[config.mk]
export PLATFORM = sky130hd
export DESIGN_NAME = branch_predictor_btb
export DESIGN_NICKNAME = d
export VERILOG_FILES = /design/src/rtl/branch_predictor_btb.sv
export SDC_FILE = /design/constraint.sdc
export NUM_CORES = 1
export LEC_CHECK = 0
export CELL_PAD_IN_SITES_DETAIL_PLACEMENT = 1
export CELL_PAD_IN_SITES_GLOBAL_PLACEMENT = 2
export CORE_MARGIN = 2
export CORE_UTILIZATION = 43
export CTS_CLUSTER_DIAMETER = 60
export DETAILED_ROUTE_END_ITERATION = 10
export PLACE_DENSITY_LB_ADDON = 0.1
export SYNTH_ARGS = -nofsm -noshare
export SYNTH_HDL_FRONTEND = slang
export SYNTH_SLANG_ARGS = --single-unit
[constraint.sdc]
create_clock -name clk -period 7.9 [get_ports clk]
set_input_delay 0.79 -clock clk [delete_from_list [all_inputs] [get_ports clk]]
set_output_delay 0.79 -clock clk [all_outputs]
set_load 0.005 [all_outputs]
[src/rtl/branch_predictor_btb.sv]
// IF-stage branch target buffer with 2-bit saturating counters. It keeps an IF->ID shadow of each
// prediction, checks it against the resolved outcome in ID, trains the table and counts events.
module branch_predictor_btb #(
    parameter int XLEN    = 32,
    parameter int ENTRIES = 16,
    parameter int TAG_W   = 8,
    parameter int PERF_W  = 16
) (
    input  logic              clk,
    input  logic              reset,
    input  logic [XLEN-1:0]   fetch_pc,
    input  logic              fetch_valid,
    input  logic              if_id_write,
    input  logic              if_id_flush,
    input  logic              id_stall,
    input  logic              id_is_ctrl,
    input  logic              id_taken,
    input  logic [XLEN-1:0]   id_target,
    output logic              pred_taken,
    output logic [XLEN-1:0]   pred_next_pc,
    output logic              mispredict,
    output logic [XLEN-1:0]   redirect_pc,
    output logic [PERF_W-1:0] cnt_ctrl,
    output logic [PERF_W-1:0] cnt_mispred
);

    localparam int IDX_W = $clog2(ENTRIES);
    localparam logic [XLEN-1:0]   pc_step  = XLEN'(4);
    localparam logic [PERF_W-1:0] perf_one = PERF_W'(1);
    localparam logic [PERF_W-1:0] perf_max = '1;

    logic              valid_q  [ENTRIES];
    logic [TAG_W-1:0]  tag_q    [ENTRIES];
    logic [XLEN-1:0]   target_q [ENTRIES];
    logic [1:0]        ctr_q    [ENTRIES];

    logic              id_valid;
    logic [XLEN-1:0]   id_pc;
    logic              id_pred_taken;
    logic [XLEN-1:0]   id_pred_target;

    logic [IDX_W-1:0]  fetch_idx;
    logic [TAG_W-1:0]  fetch_tag;
    logic              fetch_hit;
    logic [IDX_W-1:0]  upd_idx;
    logic [TAG_W-1:0]  upd_tag;
    logic              upd_hit;
    logic              res_en;
    logic              wrong;

    assign fetch_idx = fetch_pc[IDX_W+1:2];
    assign fetch_tag = fetch_pc[IDX_W+2+TAG_W-1:IDX_W+2];
    assign upd_idx   = id_pc[IDX_W+1:2];
    assign upd_tag   = id_pc[IDX_W+2+TAG_W-1:IDX_W+2];

    // Lookup reads the pre-edge table; a same-index update lands at the edge.
    always_comb begin
        fetch_hit    = valid_q[fetch_idx] && (tag_q[fetch_idx] == fetch_tag);
        pred_taken   = fetch_valid && fetch_hit && ctr_q[fetch_idx][1];
        pred_next_pc = pred_taken ? target_q[fetch_idx] : fetch_pc + pc_step;
    end

    always_comb begin
        upd_hit = valid_q[upd_idx] && (tag_q[upd_idx] == upd_tag);
        res_en  = id_valid && !id_stall;
        if (id_is_ctrl) begin
            wrong = (id_taken != id_pred_taken) ||
                    (id_taken && (id_target != id_pred_target));
        end else begin
            // A non-branch that hit a taken entry is an alias and must be undone.
            wrong = id_pred_taken;
        end
        mispredict  = res_en && wrong;
        redirect_pc = '0;
        if (mispredict) begin
            redirect_pc = (id_is_ctrl && id_taken) ? id_target : id_pc + pc_step;
        end
    end

    always_ff @(posedge clk or negedge reset) begin
        if (!reset) begin
            id_valid       <= 1'b0;
            id_pc          <= '0;
            id_pred_taken  <= 1'b0;
            id_pred_target <= '0;
        end else if (mispredict || if_id_flush) begin
            id_valid <= 1'b0;
        end else if (if_id_write) begin
            id_valid       <= fetch_valid;
            id_pc          <= fetch_pc;
            id_pred_taken  <= pred_taken;
            id_pred_target <= pred_next_pc;
        end
    end

    always_ff @(posedge clk or negedge reset) begin
        if (!reset) begin
            for (int i = 0; i < ENTRIES; i++) begin
                valid_q[i] <= 1'b0;
                ctr_q[i]   <= 2'b01;
            end
        end else if (res_en) begin
            if (id_is_ctrl) begin
                if (upd_hit) begin
                    if (id_taken) begin
                        if (ctr_q[upd_idx] != 2'b11) ctr_q[upd_idx] <= ctr_q[upd_idx] + 2'd1;
                    end else begin
                        if (ctr_q[upd_idx] != 2'b00) ctr_q[upd_idx] <= ctr_q[upd_idx] - 2'd1;
                    end
                end else if (id_taken) begin
                    valid_q[upd_idx] <= 1'b1;
                    ctr_q[upd_idx]   <= 2'b10;
                end
            end else if (id_pred_taken) begin
                valid_q[upd_idx] <= 1'b0;
            end
        end
    end

    // Tags and targets need no reset: they are qualified by valid_q.
    always_ff @(posedge clk) begin
        if (res_en && id_is_ctrl && id_taken) begin
            tag_q[upd_idx]    <= upd_tag;
            target_q[upd_idx] <= id_target;
        end
    end

    always_ff @(posedge clk or negedge reset) begin
        if (!reset) begin
            cnt_ctrl    <= '0;
            cnt_mispred <= '0;
        end else if (res_en) begin
            if (id_is_ctrl && (cnt_ctrl != perf_max)) cnt_ctrl <= cnt_ctrl + perf_one;
            if (mispredict && (cnt_mispred != perf_max)) cnt_mispred <= cnt_mispred + perf_one;
        end
    end

endmodule

## Yosys cells after proc, flatten, opt, wreduce, memory -nomap -nowiden

Memories as Yosys holds them, arrays and structs flattened.
Cells that the tools add are included.

- Register bits: 146
- Memory bits (writable): 640
- Input port bits: 72
- Output and inout bits: 98
- Logic and storage cells: 129
- Memories: 2

Memories:

| memory | words | bits a word | rd ports | clocked after Yosys merged registers in | wr ports | RTL line | text |
|---|---|---|---|---|---|---|---|
| target_q | 16 | 32 | 1 | 0 | 1 | 34 | `logic [XLEN-1:0] target_q [ENTRIES];` |
| tag_q | 16 | 8 | 2 | 0 | 1 | 33 | `logic [TAG_W-1:0] tag_q [ENTRIES];` |

- Add/subtract/negate cells: 6
- Magnitude comparators: 3
- Equal/unequal tests: 10
- Multiplexer cells: 35
- Bitwise operators: 9
- Reductions and logical operators: 26

Operators with widths:

| operator | number |
|---|---|
| $mux W32 | 8 |
| $add A32 B3 Y32 const B | 2 |
| $bwmux W32 | 2 |
| $mux W16 | 4 |
| $add A16 B1 Y16 const B | 2 |
| $and A16 B16 Y16 | 2 |
| $ne A16 B16 Y1 const B | 2 |
| $ne A32 B32 Y1 | 1 |
| $not A16 Y16 | 2 |
| $or A16 B16 Y16 | 2 |
| $bmux W2 S4 | 2 |
| $eq A8 B8 Y1 | 2 |
| $logic_and A1 B1 Y1 | 13 |
| $ge A5 B5 Y1 const B | 2 |
| $mux W1 | 10 |
| $mux W2 | 5 |
| $not A4 Y5 | 2 |
| $reduce_bool A2 Y1 | 5 |
| $bmux W1 S4 | 2 |
| $demux W2 S4 | 1 |
| $reduce_and A2 Y1 | 3 |
| $lt A5 B1 Y1 const B | 1 |
| $reduce_and A5 Y1 | 1 |
| $demux W1 S4 | 1 |
| 10 further kinds | 12 |

## Longest topological paths before layout

- Word-level depth: 9
- Depth in mapped cells: 14
- Depth with buffers taken out: 9

## Worst setup path before layout

OpenSTA, ideal clock, no wires.

- Path kind: input to output
- From: input fetch_pc[2]
- To: output pred_next_pc[17]
- Arrival: 3,738 ps
- Required time: 7,110 ps
- Slack: 3,372 ps
- Cell stages on the path: 9
- Path buffers: 6
- Path through: buf_6 > buf_6 > buf_2 > clkbuf_1 > clkbuf_1 > buf_1 > mux4_2 > mux4_2 > mux2_4

- Cells in the longest elaborated chain, start to end: 8
- Elaborated cells between the ends (all ways): 15
- Classes of those cells: add/sub: 1; eq/ne: 1; mux: 7; bitwise: 1; reduce/logical: 3; memory: 2

RTL lines:

| item | RTL line | text |
|---|---|---|
| start, declared | 11 | `input logic [XLEN-1:0] fetch_pc,` |
| branches (longest 7 deep; another with $mem_v2 Z16 W8) | n/a |  |
| $mux W32 (*) | 60 | `pred_next_pc = pred_taken ? target_q[fetch_idx] : fetch_pc + pc_step;` |
| end, declared | 20 | `output logic [XLEN-1:0] pred_next_pc,` |

Mark *: on every way between the ends. The select of a mux whose other input is x is not followed.

## Final worst setup path

- From: input fetch_pc[2]
- To: output pred_next_pc[2]

Same word-level chain as after synthesis.

==> flow_summary_export.csv <==
group,metric,value,unit
run_status,status,"finished, final reports clean",
detailed_routing,wl_met1,43600,um
timing,setup_violations,0,
power,p_int,7.45,mW
synthesis,synth_edf_count,640,
detailed_routing,route.top_layer_used,"met5",
worst_setup_path,crit_family,"buffers and inverters",
timing,tns,0,ns
power,clkPwrFrac,42.9,%
power,seq_power_share,48.3,%
timing,tightest_slew,1.20,ns
die,placeableCoreArea,0.0789,mm^2
timing,finClkSkew,0.0209,ns
worst_setup_path,crit_type,"input port to output pin",
worst_setup_path,max_stage_delay,0.60,ns
hold_path,hp-class,"input port to async pin",
synthesis,synth_flop_cell,"edfxtp_1",
timing,grt_setup_unrepaired,"no",
synthesis,ys_seq_area_share,66.8,%
finish,n_antenna_cell,0,
synthesis,synth_top_area_cell,"edfxtp_1",
synthesis,syn_area_per_cell,18.2,um^2
synthesis,netlist_instances,1878,
worst_setup_path,slowest_stage,"mux4_2",
die,io_pins,170,
die,start_util,43.4,%
placed_design,portBuffers,169,
clock_network,cts_resized,0,
worst_setup_path,crit_buf_inv,3,
detailed_routing,dr.pass1.iters,6,
finish,drive_gt1_share,28.2,%
detailed_routing,num_vias,19037,
synthesis,ys_ff_latch,786,
finish,layout_commonest_cell,"edfxtp_1",
global_routing,overflow,0,
synthesis,synth_top_cells_by_area,"edfxtp_1 56%, mux4_2 16%, dfrtp_1 9.5%",
clock_network,insertion_delay,0.65,ns
timing,fmaxAchievable,165,MHz
clock_network,cts.sinks,786,
detailed_routing,drt_iter0_drc,1590,
synthesis,syn-cell-area,0.0342,mm^2
global_routing,grt_antenna_before_repair,3,
die,die_y,286,um
global_routing,grt_pass1_wl,146000,um
die,die_x,286,um
timing,fin_crit,6.06,ns
die,die_area,0.0819,mm^2
finish,fin_nets,2158,
clock_network,cts_buffers,92,
detailed_routing,route.met3.wl,5080,um
finish,syn2layout_area_growth,17.6,%
worst_setup_path,required,7.11,ns
global_routing,grt_max_degree,85,
clock_network,clk_pin_slew,0.06,ns
clock_network,clk_path_buf_depth,3,
finish,final_cell_mix,"640 x edfxtp_1, 244 x mux4_2, 164 x clkdlybuf4s50_1",
placed_design,place.gp.congestion,0.778,
placed_design,dp_cells,3033,
detailed_routing,wl,100000,um
power,p_comb_share,8.8,%
detailed_routing,remaining_drc_errors,0,
synthesis,syn_nets,1959,
power,ir_drop,0.165,mV
timing,drv_slew,0,
worst_setup_path,cp-start-kind,"input port",
power,power.density,243,mW/mm^2
synthesis,yosys.area.top_type_share,56.1,%
timing,relSlewSlack,19.2,%
power,p_sw,2.33,mW
worst_setup_path,cp.arrival,5.27,ns
global_routing,grt_usage,24.8,%
worst_setup_path,path_cells,"buf_8, mux4_2, mux4_2, xnor2_1, nand4_1, nor4_2, nand4_4, buf_4, mux2_2, clkdlybuf4s50_1",
worst_setup_path,worst_path_most_repeated_cell,"mux4_2",
clock_network,cts_root_buf,"clkbuf_16",
global_routing,grt_pass1_vias,20163,
synthesis,ys_types,54,
detailed_routing,dr_wl_met2,48500,um
detailed_routing,postRouteAntennaNets,0,
synthesis,async_reset_ff_share,18.6,%
synthesis,ys_warn_count,0,
placed_design,dpl.hpwl,60500,um
power,p_sw_share,23.8,%
clock_network,ctsHtreeMaxLevel,3,
detailed_routing,post_drt_via_cell_ratio,5.94,
timing,timing_hold_violations_final,0,
worst_setup_path,endpoint_kind,"output pin",
worst_setup_path,path_max_fanout,68,
finish,layoutNonFillerInstCount,3204,
die,rows,103,
clock_network,postCtsSetupBuffers,0,
clock_network,cts_tree,"built",
clock_network,hold_buffers,0,
flow_run,maxCapViolCount,0,
detailed_routing,avgRoutedWirePerCell,31.3,um
power,leakagePower,13.5,nW
timing,fin_crit_sh,76.7,%
[stage by stage]
step	setup WS [ns]	hold slack (ns)	util [%]	area, um^2	power (mW)
after floorplan	3.37	0.466	-	34200	5.27
after global placement	1.76	0.484	47.3	37300	5.65
after detailed placement	1.83	0.488	47.3	37300	5.67
after CTS	1.82	0.234	51.0	40300	9.88
after global routing	1.71	0.265	51.0	40300	10.1
final	1.84	0.208	51.0	40300	9.79
[power by group through the flow]
| stage | clock (mW) | combinational, mW | sequential (mW) |
|---|---|---|---|
| after floorplan | 0 | 0.519 | 4.75 |
| after CTS | 4.28 | 0.869 | 4.72 |
| final | 4.20 | 0.859 | 4.72 |
| after global routing | 4.44 | 0.920 | 4.74 |
| after global placement | 0 | 0.851 | 4.80 |
| after detailed placement | 0 | 0.864 | 4.81 |
[layout make-up]
type | instances | area, um^2
Clock inverter | 54 | 554
Tap cell | 1050 | 1310
Timing Repair Buffer | 215 | 2040
Sequential cell | 786 | 22900
Inverter | 21 | 78.8
Fill cell | 7267 | 38600
Clock buffer | 117 | 2430
Multi-Input combinational cell | 961 | 11000
[path summary, 6_finish.rpt]
check | endpoint | cells after the start | slack [ns] | from
min reg2reg | cnt_mispred[15] | 1 | 0.49 | cnt_mispred[15]
max reg2reg | ctr_q[23] | 9 | 2.88 | id_pc[2]
max | pred_next_pc[2] | 10 | 1.84 | fetch_pc[2]
min | ctr_q[21] | 1 | 0.21 | reset
min in group clk | cnt_mispred[15] | 1 | 0.49 | cnt_mispred[15]
max in group asynchronous | id_pc[5] | 2 | 6.05 | reset
[registers in the layout, summed over array words and instances (netlist names), named ones only]
register,cells
id_valid,1
tag_q,128
id_pred_target,32
cnt_mispred,16
cnt_ctrl,16
target_q,512
ctr_q,32
id_pc,32
id_pred_taken,1
[cell usage after synthesis (3+ instances only)]
cell	instances
xnor2_1	72
nand2_1	83
o22a_1	16
a211oi_1	24
or2_2	3
nor3_1	33
buf_1	26
a311oi_1	5
o21ai_0	21
or3_1	9
and4_1	7
nand3_1	44
nand2b_1	5
buf_2	25
mux2i_1	19
and2_1	3
a22o_1	16
clkbuf_1	55
dfrtp_1	130
a21oi_1	5
nor2_1	91
edfxtp_1	640
dfstp_2	16
and3_1	12
nand4_1	21
nor2b_1	5
mux4_2	244
nor4_1	5
mux2_2	103
o22ai_1	3
ha_1	9
xor2_1	55
mux2_4	28
inv_1	20
[per-layer routing]
metal	track usage (%)	up-vias
met1	35.0	10306
li1	-	7945
met4	8.04	6
met2	40.0	596
met5	0	-
met3	3.70	184
[worst register-to-register path: stages, from the launching register on]
cell and delay, ns:
dfrtp_2 0.77, buf_4 0.57, mux4_2 0.59, o22ai_1 0.22
nor3_1 0.08, a31oi_1 0.22, nor4bb_1 0.60, nand4_1 0.81
a22oi_1 0.64, mux2_2 0.38
[cell families (layout without fill, tap and decap cells)]
family / after synthesis / in the layout / synth area share [%]
flops: 786 / 786 / 66.8
compound gates: 102 / 102 / 2.20
buf+inv: 131 / 407 / 1.59
xor+xnor: 127 / 127 / 3.25
mux: 394 / 394 / 21.2
fa+ha+maj: 9 / 9 / 0.329
simple gates: 329 / 329 / 4.57
No activity file was read; power rests on OpenSTA's default activity.
